### config.mk
export PLATFORM = sky130hd
export DESIGN_NAME = hazard_scoreboard
export DESIGN_NICKNAME = d
export VERILOG_FILES = /design/src/rtl/hazard_scoreboard.sv
export SDC_FILE = /design/constraint.sdc
export NUM_CORES = 1
export LEC_CHECK = 0
export ABC_CLOCK_PERIOD_IN_PS = 4640
export BUFFER_PORTS_ARGS = -buffer_cell sky130_fd_sc_hd__buf_2
export CORE_MARGIN = 2
export CORE_UTILIZATION = 40
export DETAILED_ROUTE_END_ITERATION = 10
export PLACE_DENSITY = 0.67
export SKIP_LAST_GASP = 1
export SLEW_MARGIN = 0
export SYNTH_ARGS = -nofsm -noshare
export SYNTH_HDL_FRONTEND = slang
export SYNTH_SLANG_ARGS = --single-unit
### constraint.sdc
create_clock -name clk -period 4.64 [get_ports clk]
set_input_delay 0 -clock clk [delete_from_list [all_inputs] [get_ports clk]]
set_output_delay 0 -clock clk [all_outputs]
set_load 0.01 [all_outputs]
### src/rtl/hazard_scoreboard.sv
// Register-write scoreboard beside ID: tracks in-flight writes across DEPTH post-ID
// stages, raises stall for unresolved hazards and registers the EX forwarding selects.
module hazard_scoreboard #(
  parameter int unsigned REGBITS     = 5,
  parameter int unsigned DEPTH       = 3,
  parameter int unsigned NSRC        = 2,
  parameter int unsigned LATW        = 2,
  parameter int unsigned FWD_EN      = 1,
  parameter int unsigned FLUSH_SLOTS = 2,
  parameter int unsigned SELW        = $clog2(DEPTH)
) (
  input  logic                     clk,
  input  logic                     reset,
  input  logic                     issue_valid,
  input  logic                     issue_we,
  input  logic [REGBITS-1:0]       issue_wa,
  input  logic [LATW-1:0]          issue_lat,
  input  logic [NSRC*REGBITS-1:0]  id_src,
  input  logic                     flush,
  output logic                     stall,
  output logic [NSRC*SELW-1:0]     ex_fwd_sel,
  output logic [15:0]              perf_stall
);

  // Slot DEPTH-1 (WB) is never searched: the write-through register file covers it.
  localparam int unsigned SRCH = DEPTH - 1;

  logic [DEPTH-1:0]   slot_valid;
  logic [REGBITS-1:0] slot_wa  [DEPTH];
  logic [LATW-1:0]    slot_lat [DEPTH];

  logic [NSRC-1:0]    op_found;
  logic [NSRC-1:0]    op_ready;
  logic [SELW-1:0]    op_sel [NSRC];
  logic               hazard;
  logic [NSRC*SELW-1:0] fwd_next;
  logic               issue_ok;
  logic [LATW-1:0]    issue_lat_eff;

  // Youngest-match search per operand; descending loop lets the lowest slot win.
  always_comb begin
    op_found = '0;
    op_ready = '0;
    hazard   = 1'b0;
    for (int i = 0; i < int'(NSRC); i++) begin
      op_sel[i] = '0;
      for (int s = int'(SRCH) - 1; s >= 0; s--) begin
        if ((id_src[i*REGBITS +: REGBITS] != '0) && slot_valid[s] &&
            (slot_wa[s] == id_src[i*REGBITS +: REGBITS])) begin
          op_found[i] = 1'b1;
          op_sel[i]   = SELW'(s + 1);
          op_ready[i] = ((s + 1) >= int'(slot_lat[s]));
        end
      end
      hazard = hazard | (op_found[i] & (~op_ready[i] | (FWD_EN == 0)));
    end
  end

  always_comb begin
    stall    = issue_valid & ~flush & hazard;
    fwd_next = '0;
    for (int i = 0; i < int'(NSRC); i++) begin
      if (issue_valid && !stall && !flush && op_found[i] && op_ready[i] && (FWD_EN != 0)) begin
        fwd_next[i*SELW +: SELW] = op_sel[i];
      end
    end
    issue_ok      = issue_valid & issue_we & (issue_wa != '0) & ~stall & ~flush;
    issue_lat_eff = (issue_lat == '0) ? LATW'(1) : issue_lat;
  end

  // Shift register of in-flight writes; flush squashes the youngest FLUSH_SLOTS entries.
  always_ff @(posedge clk or negedge reset) begin
    if (!reset) begin
      slot_valid <= '0;
      for (int s = 0; s < int'(DEPTH); s++) begin
        slot_wa[s]  <= '0;
        slot_lat[s] <= '0;
      end
    end else begin
      slot_valid[0] <= issue_ok;
      slot_wa[0]    <= issue_wa;
      slot_lat[0]   <= issue_lat_eff;
      for (int s = 1; s < int'(DEPTH); s++) begin
        slot_valid[s] <= slot_valid[s-1] & ~(flush & (s < int'(FLUSH_SLOTS)));
        slot_wa[s]    <= slot_wa[s-1];
        slot_lat[s]   <= slot_lat[s-1];
      end
    end
  end

  always_ff @(posedge clk or negedge reset) begin
    if (!reset) begin
      ex_fwd_sel <= '0;
      perf_stall <= '0;
    end else begin
      ex_fwd_sel <= fwd_next;
      if (stall && (perf_stall != 16'hFFFF)) begin
        perf_stall <= perf_stall + 16'd1;
      end
    end
  end

endmodule

==> results.toml <==
[detailed_routing]
ant_nets = 0
via_per_inst = 5.18
wl_per_cell_um = 14.8
drt_wl_total_um = 3790
via_count = 1326
drt-initial-drc-count = 84
drcViolationCount = 0
first_pass_iters = 4

[setup_path]
critical_path_buf_inv_count = 0
path_class = "register to register"
cp.required_ns = 4.81
cp_top_family = "compound AO/OA/AOI/OAI gates"
critPathCaptureType = "register"
arrival_ns = 2.62
path_cells = "ha_1 -> and3_1 -> and3_1 -> nand2_1 -> o21ai_1 -> a21oi_1 -> mux2_2"
max_stage_delay_ns = 0.75
crit_fanout = 14
crit_slowest_cell = "o21ai_1"
worst_setup_path_start_kind = "register"
crit_top_cell = "and3_1"

[sta]
post-route-min-period_ns = 2.46
setup-violations-final = 0
final.period_utilization = 0.529
hold_viol_final = 0
worst_pin_slew_ns = 1.12
tns_ns = 0
finalMaxSlewViolations = 0
hold_slack_ns = 0.0102
max_freq_mhz = 407
relSlewSlack = 0.251
grt_setup_unrepaired = "no"
skew_ns = 0.00369

[synthesis]
synthXorXnorAreaFrac = 0.177
yosysSeqAreaShare = 0.521
synth_top_family_by_area = "XOR/XNOR gates"
synth_mux_area_frac = 0.00651
ys_seq_elements = 36
synth_area_sq_um = 1730
yosysWarningCount = 0
syn_nets = 174
avgSynthCellArea_sq_um = 11.5
synth.distinct_cells = 30
yosys.area_share.adder = 0.00724
synthSimpleGateAreaFrac = 0.169
synth_compound_area_frac = 0.106
syn_inst = 151

[pwr]
fin_total_pwr_w = 0.000766
p_leak_nw = 1.10
pwr-share-clk = 0.501
p_switching_w = 0.000150
power_frac_comb = 0.069
p_per_area_nw_per_um2 = 343
irDropWorstVdd_mv = 0.169
seq_power_share = 0.429
switching_share = 0.196
internal_power_w = 0.000616

[global_route]
overflow = 0
grt.total_usage = 0.173
grt_pass1_vias = 1432
antenna_found_initial = 0
grt_max_degree = 37
grt_pass1_wl_um = 6690

[clock_network]
cts_resized = 0
cts_hold_buffers = 9
htree_levels = 2
clockBufferDepth = 2
insertion_delay_ns = 0.28
cts_sinks = 36
numCtsBuffers = 5
cts_root_buf = "clkbuf_8"
clkTransAtPathRegs_ns = 0.08
tritoncts = "built"
cts_setup_buffers = 0

[die]
die_area_sq_um = 4870
die_x_um = 69.8
die_h_um = 69.8
pin_count = 43
start_util = 0.423
coreArea_sq_um = 4090
rows = 23

[hold_path]
hp-class = "input port to register"

[cells_and_area]
drive_above_1_share = 0.272
area_growth_pct = 29.1
antenna_cells = 0
finalNetCount = 228
final_cells = 256

[placed_design]
dp.cells = 239
dp_hpwl_um = 2750
finalWeightedCongestion = 0.817
portBuffers = 42

[run_status]
status = "completed"

[job]
cap_viol_max_count = 0
==> power by group through the flow <==
| stage | clock network, W | registers [W] | logic, W |
|---|---|---|---|
| 2_1_floorplan | 0 | 0.000333 | 0.0000235 |
| 3_3_place_gp | 0 | 0.000334 | 0.0000454 |
| 3_5_place_dp | 0 | 0.000335 | 0.0000473 |
| 4_1_cts | 0.000391 | 0.000329 | 0.0000532 |
| 5_1_grt | 0.000407 | 0.000330 | 0.0000586 |
| 6_report | 0.000384 | 0.000329 | 0.0000530 |
==> path summary, 6_finish.rpt <==
check	start	end	slack, ns	depth (start not counted)
setup / recovery	perf_stall[0]$_DFFE_PN0P_	perf_stall[1]$_DFFE_PN0P_	2.18	7
hold / removal	issue_we	slot_valid[0]$_DFF_PN0_	0.01	3
setup reg to reg	perf_stall[0]$_DFFE_PN0P_	perf_stall[1]$_DFFE_PN0P_	2.18	7
hold reg to reg	slot_lat[4]$_DFF_PN0_	slot_lat[2]$_DFF_PN0_	0.35	0
max in group asynchronous	reset	perf_stall[2]$_DFFE_PN0P_	3.80	2
min in group asynchronous	reset	slot_wa[9]$_DFF_PN0_	0.34	2
==> final cells by class <==
| type | instances | area, sq um |
|---|---|---|
| repair buffers | 51 | 300 |
| well taps | 50 | 62.6 |
| flip-flops and latches | 36 | 901 |
| multi-input cells | 110 | 806 |
| clock buffers | 5 | 68.8 |
| inverters | 1 | 3.75 |
| clock inverters | 3 | 90.1 |
| fillers | 360 | 1850 |
==> through the flow <==
stage | worst slack (ns) | utilization | cell area, sq um
after global placement | 2.41 | 0.485 | 1980
final | 2.18 | 0.546 | 2230
after CTS | 2.21 | 0.546 | 2230
after global routing | 2.00 | 0.546 | 2230
after detailed placement | 2.23 | 0.485 | 1980
after floorplan | 2.78 | - | 1730
==> synth_stat cells <==
master	n	area, sq um
and4_1	1	8.76
and3_1	7	43.8
a211oi_1	9	67.6
or4_1	1	7.51
o21ai_1	2	10.0
inv_1	1	3.75
nor2b_1	2	12.5
nand2b_1	2	12.5
dfrtp_1	36	901
nand2_1	10	37.5
a2111oi_1	3	30.0
o21ai_4	1	16.3
nor2_1	3	11.3
nand4_1	5	31.3
a2111oi_2	1	15.0
nor3b_1	5	37.5
o2111a_2	2	25.0
nor4_1	1	6.26
ha_1	1	12.5
and2_1	4	25.0
buf_2	3	15.0
nor3_1	2	10.0
nor4_2	1	12.5
o21ai_0	1	5.00
xnor2_1	12	105
nand3_1	7	35.0
a21oi_1	3	15.0
xor2_1	23	201
mux2_2	1	11.3
clkbuf_1	1	3.75
==> worst register-to-register path, stage by stage, from the launching register on <==
cell     delay, ns
dfrtp_1       0.43
ha_1          0.22
and3_1        0.18
and3_1        0.17
nand2_1       0.06
o21ai_1       0.75
a21oi_1       0.18
mux2_2        0.35
==> per-layer routing <==
metal,GRT usage,part of all wire,vias up
met4,0.0449,0.0063,0
met5,0,0,-
li1,-,-,645
met1,0.211,0.42,658
met2,0.304,0.54,21
met3,0.0436,0.029,2
==> sequential cells by signal, summed over array words and instances, names as in the netlist <==
register and cells:
perf_stall 16, slot_wa 10, ex_fwd_sel 4, slot_lat 4, slot_valid 2
==> placed cells by master (no fill, tap or decap), drive strengths merged <==
master	count
nand2	10
nor3b	5
o2111a	2
nor2	3
dlygate4sd3	9
o21ai	4
nand2b	2
inv	1
and2	4
xor2	23
clkbuf	5
nor3	2
ha	1
nor4	2
and4	1
bufinv	3
mux2	1
dfrtp	36
and3	7
a211oi	9
nand3	7
buf	42
xnor2	12
a2111oi	4
nand4	5
nor2b	2
a21oi	3
or4	1
==> kinds of logic (layout without fill, tap and decap cells) <==
group,after synthesis,in the layout
AOI/OAI and AO/OA,22,22
buffers and inverters,5,60
adders and majority gates,1,1
xor gates and xnor gates,35,35
and+or+nand+nor,51,51
DFF,36,36
muxes,1,1
Power figures use the tool's default switching activity.
